File: src/rtl/lcd_timing_pkg.sv
// Shared constants for the LCD timing generator: default panel timing,
// display mode codes, the colour-bar table and the RGB565 expansion helper.
package lcd_timing_pkg;

    localparam int CNT_W         = 11;
    localparam int CNT_MAX_TOTAL = 2048;

    localparam int DEF_H_VISIBLE = 480;
    localparam int DEF_H_FRONT   = 2;
    localparam int DEF_H_PULSE   = 41;
    localparam int DEF_H_BACK    = 2;
    localparam int DEF_V_VISIBLE = 272;
    localparam int DEF_V_FRONT   = 2;
    localparam int DEF_V_PULSE   = 10;
    localparam int DEF_V_BACK    = 2;

    typedef enum logic [1:0] {
        MODE_EXTERNAL = 2'd0,
        MODE_BARS     = 2'd1,
        MODE_GRID     = 2'd2,
        MODE_SOLID    = 2'd3
    } disp_mode_t;

    // Bars run left to right: white, yellow, cyan, green, magenta, red, blue, black.
    function automatic logic [23:0] bar_color(input logic [2:0] idx);
        logic [23:0] c;
        case (idx)
            3'd0:    c = 24'hFFFFFF;
            3'd1:    c = 24'hFFFF00;
            3'd2:    c = 24'h00FFFF;
            3'd3:    c = 24'h00FF00;
            3'd4:    c = 24'hFF00FF;
            3'd5:    c = 24'hFF0000;
            3'd6:    c = 24'h0000FF;
            default: c = 24'h000000;
        endcase
        return c;
    endfunction

    function automatic logic [23:0] rgb565_to_888(input logic [15:0] c);
        return {c[15:11], c[15:13], c[10:5], c[10:9], c[4:0], c[4:2]};
    endfunction

endpackage

File: src/rtl/lcd_axis_counter.sv
// Wrapping up-counter for one raster axis; wrap flags the increment that
// takes the count from LIMIT-1 back to 0.
module lcd_axis_counter
    import lcd_timing_pkg::*;
#(
    parameter int LIMIT = 525
) (
    input  logic             clock,
    input  logic             reset,
    input  logic             clear,
    input  logic             inc,
    output logic [CNT_W-1:0] count,
    output logic             wrap
);

    localparam logic [CNT_W-1:0] LAST = CNT_W'(LIMIT - 1);

    assign wrap = inc && (count == LAST);

    always_ff @(posedge clock or posedge reset) begin
        if (reset)
            count <= '0;
        else if (clear)
            count <= '0;
        else if (inc)
            count <= wrap ? '0 : count + 1'b1;
    end

endmodule

File: src/rtl/lcd_timing_gen.sv
// Parallel-RGB LCD timing generator: raster counters, a pixel-fetch stage and
// a registered output stage carrying syncs, qualifier and pattern colour.
module lcd_timing_gen
    import lcd_timing_pkg::*;
#(
    parameter int   H_VISIBLE = DEF_H_VISIBLE,
    parameter int   H_FRONT   = DEF_H_FRONT,
    parameter int   H_PULSE   = DEF_H_PULSE,
    parameter int   H_BACK    = DEF_H_BACK,
    parameter int   V_VISIBLE = DEF_V_VISIBLE,
    parameter int   V_FRONT   = DEF_V_FRONT,
    parameter int   V_PULSE   = DEF_V_PULSE,
    parameter int   V_BACK    = DEF_V_BACK,
    parameter logic HSYNC_POL = 1'b0,
    parameter logic VSYNC_POL = 1'b0
) (
    input  logic        clock,
    input  logic        reset,
    input  logic        enable,
    input  logic [1:0]  mode,
    input  logic [15:0] pixel_color,
    output logic        pixel_req,
    output logic [10:0] pixel_x,
    output logic [10:0] pixel_y,
    output logic        hsync,
    output logic        vsync,
    output logic        display_enable,
    output logic [7:0]  red,
    output logic [7:0]  green,
    output logic [7:0]  blue,
    output logic        frame_start,
    output logic        line_start
);

    localparam int H_TOTAL = H_VISIBLE + H_FRONT + H_PULSE + H_BACK;
    localparam int V_TOTAL = V_VISIBLE + V_FRONT + V_PULSE + V_BACK;

    // 12-bit bounds so a full 2048-count axis still compares correctly.
    localparam logic [11:0] H_VIS_END = 12'(H_VISIBLE);
    localparam logic [11:0] HS_START  = 12'(H_VISIBLE + H_FRONT);
    localparam logic [11:0] HS_END    = 12'(H_VISIBLE + H_FRONT + H_PULSE);
    localparam logic [11:0] V_VIS_END = 12'(V_VISIBLE);
    localparam logic [11:0] VS_START  = 12'(V_VISIBLE + V_FRONT);
    localparam logic [11:0] VS_END    = 12'(V_VISIBLE + V_FRONT + V_PULSE);

    if (H_TOTAL > CNT_MAX_TOTAL) begin : g_h_total_check
        $error("lcd_timing_gen: H_TOTAL %0d exceeds 11-bit counter range", H_TOTAL);
    end
    if (V_TOTAL > CNT_MAX_TOTAL) begin : g_v_total_check
        $error("lcd_timing_gen: V_TOTAL %0d exceeds 11-bit counter range", V_TOTAL);
    end

    logic [CNT_W-1:0] h_cnt, v_cnt;
    logic             h_wrap, v_wrap_unused;

    lcd_axis_counter #(.LIMIT(H_TOTAL)) u_h_counter (
        .clock (clock),
        .reset (reset),
        .clear (!enable),
        .inc   (enable),
        .count (h_cnt),
        .wrap  (h_wrap)
    );

    lcd_axis_counter #(.LIMIT(V_TOTAL)) u_v_counter (
        .clock (clock),
        .reset (reset),
        .clear (!enable),
        .inc   (h_wrap),
        .count (v_cnt),
        .wrap  (v_wrap_unused)
    );

    logic h_vis, v_vis, vis, h_pulse, v_pulse, at_origin;

    assign h_vis     = {1'b0, h_cnt} < H_VIS_END;
    assign v_vis     = {1'b0, v_cnt} < V_VIS_END;
    assign vis       = h_vis && v_vis;
    assign h_pulse   = ({1'b0, h_cnt} >= HS_START) && ({1'b0, h_cnt} < HS_END);
    assign v_pulse   = ({1'b0, v_cnt} >= VS_START) && ({1'b0, v_cnt} < VS_END);
    assign at_origin = (h_cnt == '0) && (v_cnt == '0);

    disp_mode_t mode_q;
    logic       s1_hs, s1_vs, s1_frame, s1_line;

    // Mode is sampled at the raster origin, so a whole frame renders with one mode.
    always_ff @(posedge clock or posedge reset) begin
        if (reset)
            mode_q <= MODE_EXTERNAL;
        else if (at_origin)
            mode_q <= disp_mode_t'(mode);
    end

    always_ff @(posedge clock or posedge reset) begin
        if (reset) begin
            pixel_req <= 1'b0;
            pixel_x   <= '0;
            pixel_y   <= '0;
            s1_hs     <= 1'b0;
            s1_vs     <= 1'b0;
            s1_frame  <= 1'b0;
            s1_line   <= 1'b0;
        end else if (!enable) begin
            pixel_req <= 1'b0;
            s1_hs     <= 1'b0;
            s1_vs     <= 1'b0;
            s1_frame  <= 1'b0;
            s1_line   <= 1'b0;
        end else begin
            pixel_req <= vis;
            if (vis) begin
                pixel_x <= h_cnt;
                pixel_y <= v_cnt;
            end
            s1_hs    <= h_pulse;
            s1_vs    <= v_pulse;
            s1_frame <= vis && at_origin;
            s1_line  <= vis && (h_cnt == '0);
        end
    end

    logic [2:0]  bar_idx;
    logic [23:0] rgb_next;

    always_comb begin
        bar_idx = 3'd0;
        for (int k = 1; k < 8; k++) begin
            if ({pixel_x, 3'b000} >= 14'(k * H_VISIBLE))
                bar_idx = 3'(k);
        end
        case (mode_q)
            MODE_BARS: rgb_next = bar_color(bar_idx);
            MODE_GRID: rgb_next = ((pixel_x[4:0] == 5'd0) || (pixel_y[4:0] == 5'd0))
                                  ? 24'hFFFFFF : 24'h000000;
            default:   rgb_next = rgb565_to_888(pixel_color);
        endcase
    end

    always_ff @(posedge clock or posedge reset) begin
        if (reset) begin
            hsync              <= ~HSYNC_POL;
            vsync              <= ~VSYNC_POL;
            display_enable     <= 1'b0;
            frame_start        <= 1'b0;
            line_start         <= 1'b0;
            {red, green, blue} <= '0;
        end else if (!enable) begin
            hsync              <= ~HSYNC_POL;
            vsync              <= ~VSYNC_POL;
            display_enable     <= 1'b0;
            frame_start        <= 1'b0;
            line_start         <= 1'b0;
            {red, green, blue} <= '0;
        end else begin
            hsync              <= s1_hs ? HSYNC_POL : ~HSYNC_POL;
            vsync              <= s1_vs ? VSYNC_POL : ~VSYNC_POL;
            display_enable     <= pixel_req;
            frame_start        <= s1_frame;
            line_start         <= s1_line;
            {red, green, blue} <= pixel_req ? rgb_next : 24'h000000;
        end
    end

endmodule

File: config.mk
export PLATFORM = sky130hd
export DESIGN_NAME = lcd_timing_gen
export DESIGN_NICKNAME = d
export VERILOG_FILES = /design/src/rtl/lcd_timing_pkg.sv /design/src/rtl/lcd_axis_counter.sv /design/src/rtl/lcd_timing_gen.sv
export SDC_FILE = /design/constraint.sdc
export NUM_CORES = 1
export LEC_CHECK = 0
export CORE_UTILIZATION = 55
export CTS_CLUSTER_DIAMETER = 150
export DETAILED_ROUTE_END_ITERATION = 8
export GPL_TIMING_DRIVEN = 0
export HOLD_SLACK_MARGIN = 0.1
export PLACE_DENSITY = 0.95
export SKIP_CTS_REPAIR_TIMING = 1
export SLEW_MARGIN = 30
export SYNTH_ARGS = -nofsm -noshare
export SYNTH_HDL_FRONTEND = slang
export SYNTH_SLANG_ARGS = --single-unit
File: constraint.sdc
create_clock -name clock -period 4.9 [get_ports clock]
set_clock_uncertainty 0.2 [all_clocks]
set_input_delay 0.49 -clock clock [delete_from_list [all_inputs] [get_ports clock]]
set_output_delay 0.49 -clock clock [all_outputs]
set_load 0.03 [all_outputs]
; ---- Word-level counts from Yosys, hierarchy flattened
; Cells that the tools add are included.
[word_totals]
reg_bits = 80
wordCells = 90
[op_classes]
addsub = 2
order_cmp = 13
n_eq_ne = 11
n_mux = 31
reduce_logical = 15
[ops]
columns = op, count
row1 = $pmux W24 S7, 1
row2 = $mux W11, 5
row3 = $mux W24, 2
row4 = $pmux W24 S2, 1
row5 = $ge A14 B12 Y1 const B, 3
row6 = $lt A11 B9 Y1 const B, 3
row7 = $ge A14 B11 Y1 const B, 2
row8 = $mux W8, 3
row9 = $add A11 B1 Y11 const B, 2
row10 = $ge A11 B9 Y1 const B, 2
row11 = $logic_not A11 Y1, 2
row12 = $mux W3, 6
row13 = $ge A14 B10 Y1 const B, 1
row14 = $ge A14 B9 Y1 const B, 1
row15 = $mux W1, 13
row16 = $eq A11 B10 Y1 const B, 1
row17 = $eq A11 B9 Y1 const B, 1
row18 = $lt A11 B10 Y1 const B, 1
row19 = $logic_not A5 Y1, 2
row20 = $eq A3 B3 Y1 const B, 3
row21 = $logic_and A1 B1 Y1, 8
row22 = $eq A3 B2 Y1 const B, 2
row23 = $eq A3 B1 Y1 const B, 1
row24 = $logic_not A3 Y1, 1
row25 = other kinds (5), 5

; ---- Longest topological paths before layout
; Gate-level depths: netlist (run 1).
[logic_depth]
depth_word = 13
ltp_mapped = 8
mapped_depth_nobuf = 7

; ---- By module
; From an unflattened synthesis (run 1), not the netlist that was laid out.
[hier_totals]
hier_cells = 319
hier_area_um2 = 3495.9
[by_module_without_submodules]
columns = mod, instances, cells_each, area_per_inst_um2, seq_area_each_um2
row1 = lcd_timing_gen, 1, 196, 2252.2, 1253.7
row2 = lcd_axis_counter at u_h_counter, 1, 62, 623.1, 275.3
row3 = lcd_axis_counter at u_v_counter, 1, 61, 620.6, 275.3

; ---- Worst setup path before layout (run 1)
; Ideal clock, no wire load.
[synth_timing]
path_type = input-to-reg
start = input port enable
end = register pixel_x[0]
setup_time_ns = 0.125
arrival_ns = 1.554
setup_slack_ns = 3.020
cell_stages = 7
n_path_buf = 2
cell_sequence = buf_2 nand3_1 nor3_2 nand3_4 inv_4 buf_12 mux2_4
[synth_between]
elab_chain_len = 1
[synth_lines]
columns = item, line_no
row1 = "start, declared", lcd_timing_gen.sv:19  ; input logic enable,
row2 = $reduce_and A2 Y1 (no line), --
row3 = "end signal, assigned", lcd_timing_gen.sv:112  ; pixel_x <= h_cnt;
row4 = "end, declared", lcd_timing_gen.sv:23  ; output logic [10:0] pixel_x,
; Every way passes these cells.
; A chain may end at the register's enable or synchronous reset.

; ---- Worst setup path in the final report (run 1)
[layout_timing]
start = register pixel_x[8]
end = output port pixel_x[8]
; No word-level cell between the ends.

==> run_results.csv, run 1 <==
group,metric,value,unit
synth,netlist_instances,323,
final_layout,n_antenna_cell,0,
clock_tree,clk_pin_slew,80,ps
critical_path,slowest_delay,730,ps
sta,setup_violations,0,
routing,wire_per_inst,16.2,um
floorplan,rows,28,
pwr,p_per_area,328,nW/um2
critical_path,crit_type,"flip-flop to output port",
critical_path,path_cells,"clkdlybuf4s50_1",
critical_path,critPathMaxFanout,8,
pwr,ir_drop,0.265,mV
synth,syn-num-nets,351,
floorplan,initial_utilization,0.580,
synth,ys_ff_latch,72,
hold_path,hold_path_depth,1,
synth,ys_seq_area_frac,0.519,
floorplan,die_width,81.5,um
pwr,p_leak,0.00203,uW
global_route,gr-total-overflow,0,
outcome,status,"completed",
job,cap_violations,0,
synth,avgSynthCellArea,10.8,um2
hold_path,min_to,"vsync",
synth,yosysWarnings,0,
floorplan,coreArea,5990,um2
critical_path,crit_arrival,1580,ps
routing,antenna_left,0,
sta,tightest_slew,497,ps
synth,yosysUniqueCellTypes,46,
clock_tree,ctsRootBufferMaster,"clkbuf_8",
sta,finalCriticalPeriod,2270,ps
critical_path,r2r-end,"pixel_y[7]",
sta,hold_ws,170,ps
sta,hold_viol,0,
place,gp_congestion,0.879,
critical_path,cpMaxStageDelayCell,"clkdlybuf4s50_1",
critical_path,reg2reg_from,"u_v_counter.count[8]",
floorplan,die_area,6640,um2
global_route,grt_usage,0.256,
sta,rsz0062_at_grt,"false",
clock_tree,cts_max_level,3,
critical_path,critical_path.endpoint_type,"output port",
critical_path,critPathTopFamily,"buffers and inverters",
floorplan,io_pins,73,
sta,drv_slew,0,
final_layout,nFillCells,348,
routing,drt_iter0_drc,201,
routing,num_vias,2706,
critical_path,worstPathRequired,4210,ps
global_route,antenna_found_initial,0,
global_route,grt_pass1_vias,2627,
clock_tree,clock-sinks,72,
routing,routed_wl,7890,um
clock_tree,clk-insertion-delay-late,360,ps
sta,slew_headroom,0.668,
synth,async_flop_share,1.00,
critical_path,r2r_slack,2840,ps
sta,fmax,0.440,GHz
hold_path,worstHoldStart,"s1_vs",
routing,drtPass1Iterations,5,
final_layout,nNetsFinal,434,
clock_tree,cts_buffers,9,
final_layout,drive_above_1_share,0.163,
critical_path,path_buf_inv,1,
hold_path,worstHoldPathType,"flip-flop to flip-flop",
place,dpl.hpwl,5440,um
critical_path,r2r_cells,8,
place,portBuffers,71,
critical_path,startpoint_type,"flip-flop",
sta,fin_crit_sh,0.464,
clock_tree,clock_path_buffers,2,
sta,setup_tns,0,ps
routing,vias_per_cell,5.57,
floorplan,die_h,81.5,um
clock_tree,cts_tree,"yes",
routing,drc,0,
synth,synthFlopType,"dfrtp_1",
synth,syn_area,3470,um2
global_route,grt_start_max_net_pins,55,
global_route,grt_pass1_wl,12400,um
synth,synth_edf_count,0,
final_layout,area_delta_synth_final,30.9,%
==> per-stage QoR <==
stage	cell area [um2]	util	setup WS [ps]	power (uW)	std cells
final	4550	0.759	2630	1490	486
after CTS	4550	0.759	2620	1500	486
after detailed placement	4310	0.719	2780	948	470
after global placement	4280	0.714	1380	935	469
after floorplan	3470	-	2390	833	323
after global routing	4550	0.759	2570	1550	486
==> kinds of logic (layout without fill, tap and decap cells) <==
group,count (synthesis),in the layout,share of synthesized area
adders and majority gates,7,7,0.0252
muxes,18,18,0.0767
buffers and inverters,43,131,0.0706
xor gates and xnor gates,16,16,0.0403
AOI/OAI and AO/OA,48,48,0.0785
DFF,72,72,0.519
and+or+nand+nor,119,119,0.189
==> cell usage after synthesis, types with 3 or more instances <==
cell type | instances | area share
ha_1 | 7 | 0.025
and2_1 | 8 | 0.014
xor2_1 | 10 | 0.025
nand4_1 | 4 | 0.0072
xnor2_1 | 6 | 0.015
inv_1 | 19 | 0.021
buf_2 | 9 | 0.013
nand2_1 | 25 | 0.027
nor3_2 | 4 | 0.012
dfrtp_1 | 70 | 0.50
nor2b_1 | 12 | 0.022
mux2_4 | 17 | 0.073
o21ai_1 | 12 | 0.017
clkbuf_1 | 3 | 0.0032
nand3_1 | 13 | 0.019
nor3_1 | 16 | 0.023
nor2_1 | 19 | 0.021
a31oi_1 | 3 | 0.0054
o21ai_0 | 9 | 0.013
a21oi_1 | 15 | 0.022
buf_4 | 8 | 0.017
==> power breakdown <==
part | internal (uW) | switching (uW)
Sequential | 624 | 17.3
Combinational | 129 | 170
Clock | 328 | 226
Total | 1080 | 413
==> layer usage <==
metal / part of all wire / track usage / routed length, um / vias up
li1: - / - / - / 1260
met1: 0.41 / 0.308 / 3260 / 1314
met2: 0.50 / 0.429 / 3970 / 115
met3: 0.063 / 0.0633 / 495 / 17
met4: 0.021 / 0.121 / 163 / 0
met5: 0 / 0 / 0 / -
==> layout by cell type (no fill, tap or decap), types with 13 or more instances in the layout <==
cell type	n
nor3_1	16
nand3_1	13
inv_1	18
nor2_1	19
a21oi_1	15
mux2_4	17
nand2_1	25
clkdlybuf4s50_1	71
dfrtp_1	70
==> final cells by class <==
class	instances	area (um2)	share of cell area
flip-flops and latches	72	1800	0.397
multi-input cells	208	1430	0.313
repair buffers	72	738	0.162
plain buffers	23	168	0.0369
clock buffers	12	165	0.0363
well taps	75	93.8	0.0206
inverters	20	80.1	0.0176
clock inverters	4	75.1	0.0165
==> worst max-delay path by stage <==
| stage | depth (start not counted) | start | to | slack (ps) |
|---|---|---|---|---|
| after floorplan | 1 | reset | blue[2] | 2390 |
| after global placement | 2 | reset | u_h_counter.count[3] | 1380 |
| after detailed placement | 7 | enable | pixel_y[7] | 2780 |
| after global routing | 1 | pixel_x[7] | pixel_x[7] | 2570 |
| final | 1 | pixel_x[8] | pixel_x[8] | 2630 |
| after CTS | 1 | pixel_x[8] | pixel_x[8] | 2620 |
==> flip-flops by register name, summed over array words and instances, names as in the netlist, 2 cells and up <==
| signal | cells |
|---|---|
| pixel_x | 11 |
| pixel_y | 11 |
| u_h_counter.count | 11 |
| u_v_counter.count | 11 |
| green | 6 |
| blue | 5 |
| red | 5 |
| mode_q | 2 |
Power figures use the tool's default switching activity.
==> run 2: changes to the inputs <==
Settings changed: CORE_UTILIZATION 55 to 46, PLACE_DENSITY 0.95 to 0.86.
Clock period 4.9 ns to 1.9 ns, I/O delays scaled along.
==> run 2 against run 1 <==
The run now ends with negative setup slack left. Cell count rose by 9.9%. Via count rose by 14%. First-iteration DRC count rose by 110%. Wire length rose by 39%. Non-clock buffer count rose by 24. Core utilization fell by 7.4 points. Sequential power rose to 2.6 times the previous value. Combinational power rose to 3.1 times the previous value. Register-to-register slack got worse by 3000 ps. Clock-buffer cell count fell by 3. Final area rose by 9.8%.
==> run_results.csv, run 2 (synthesized netlist as in run 1, its figures left out) <==
group,metric,value,unit
critical_path,r2r_slack,-160,ps
clock_tree,clock_path_buffers,2,
final_layout,post-route-util,0.685,
sta,slew_headroom,0.514,
routing,antenna_left,0,
pwr,ir_drop,0.378,mV
final_layout,final_area,5000,um2
final_layout,nNetsFinal,458,
sta,tightest_slew,727,ps
floorplan,initial_utilization,0.476,
floorplan,die_h,88.9,um
floorplan,io_pins,73,
final_layout,area_delta_synth_final,43.8,%
final_layout,final_cell_mix,"60 x dfrtp_1, 60 x clkdlybuf4s50_1, 23 x nand2_1",
place,portBuffers,71,
critical_path,critical_path.endpoint_type,"flip-flop",
sta,finalCriticalPeriod,2060,ps
sta,rsz0062_at_grt,"true",
sta,fin_crit_sh,1.09,
critical_path,critPathMaxFanout,5,
final_layout,drive_above_1_share,0.248,
place,dp_slack,-103,ps
critical_path,worstPathRequired,1950,ps
critical_path,startpoint_type,"flip-flop",
final_layout,n_antenna_cell,0,
sta,fmax,0.484,GHz
pwr,p_leak,0.00234,uW
floorplan,rows,31,
sta,setup_tns,-2570,ps
routing,vias_per_cell,5.79,
job,cap_violations,0,
sta,drv_slew,0,
clock_tree,clk_pin_slew,90,ps
critical_path,crit_arrival,2110,ps
clock_tree,ctsRootBufferMaster,"clkbuf_8",
critical_path,crit_path_start,"pixel_y[1]",
pwr,p_per_area,767,nW/um2
place,dpl.hpwl,5770,um
routing,drt_iter0_drc,428,
floorplan,die_area,7900,um2
sta,setup_violations,34,
critical_path,r2r-end,"red[5]",
sta,hold_viol,0,
critical_path,r2r_cells,5,
global_route,gr-total-overflow,0,
outcome,violations,"negative setup slack",
clock_tree,cts_buffers,9,
critical_path,crit_type,"flip-flop to flip-flop",
outcome,status,"finished, violations left",
place,postPlaceCellArea,4360,um2
floorplan,die_width,88.9,um
routing,num_vias,3090,
routing,drtPass1Iterations,6,
floorplan,coreArea,7290,um2
global_route,grt_pass1_wl,12800,um
clock_tree,cts_tree,"yes",
global_route,grt_usage,0.217,
critical_path,reg2reg_from,"pixel_y[1]",
routing,drc,0,
routing,wire_per_inst,20.6,um
final_layout,nFillCells,433,
global_route,antenna_found_initial,0,
sta,fin_ws,-164,ps
clock_tree,clock-sinks,72,
sta,hold_ws,45.4,ps
global_route,grt_pass1_vias,2680,
global_route,grt_start_max_net_pins,29,
critical_path,endpoint,"red[5]",
clock_tree,clk-insertion-delay-late,360,ps
clock_tree,cts_max_level,3,
routing,routed_wl,11000,um
hold_path,worstHoldPathType,"input pin to flip-flop",
place,gp_congestion,0.835,
run 2: cell count changes in the layout (fill, tap and decap cells not counted), sizes merged, moves of 2 or more:
cell,before,now
buf,21,34
clkdlybuf4s50,71,60
clkinv,0,2
clkinvlp,2,4
dlygate4sd3,0,9
dlymetal6s2s,0,11
run 2: final cells by class:
| type | instances | area [um2] | area share |
|---|---|---|---|
| buffer | 22 | 179 | 0.0358 |
| clock buffer | 9 | 124 | 0.0248 |
| clock inverter | 7 | 71.3 | 0.0143 |
| inverter | 20 | 86.3 | 0.0173 |
| multi-input combinational | 208 | 1560 | 0.311 |
| sequential | 72 | 1820 | 0.364 |
| tap | 99 | 124 | 0.0248 |
| timing repair buffer | 97 | 1040 | 0.208 |
run 2: worst min-delay path by stage:
stage	from	to	slack (ps)	cells after the start
floorplan	mode[0]	mode_q[0]	110	2
global placement	s1_vs	vsync	160	1
detailed placement	s1_vs	vsync	160	1
CTS	enable	vsync	-70	2
global route	enable	s1_vs	60	3
finish	enable	s1_vs	50	3
run 2: report_power, final:
part	switching (uW)	internal, uW	total (uW)
sequential	49.6	1610	1660
clock	639	606	1240
combinational	538	391	929
total	1230	2600	3830
run 2: through the flow:
step	total power [uW]	cells
after floorplan	2150	323
after global placement	2420	493
after detailed placement	2460	495
after CTS	3650	511
after global routing	3950	534
final	3830	534
run 2: critical path, cell delays in order, from the launching register on:
cell      delay, ps
dfrtp_1         420
nor4_1          350
nand3b_1        330
nand2_2         260
a21oi_2         110
nor3_1          280
run 2: metal layers:
| metal | vias to the layer above | routed length, um | global-route usage |
|---|---|---|---|
| met2 | 204 | 5650 | 0.376 |
| met5 | - | 0 | 0 |
| met3 | 55 | 796 | 0.0434 |
| met4 | 0 | 430 | 0.130 |
| met1 | 1529 | 4100 | 0.247 |
| li1 | 1302 | - | - |
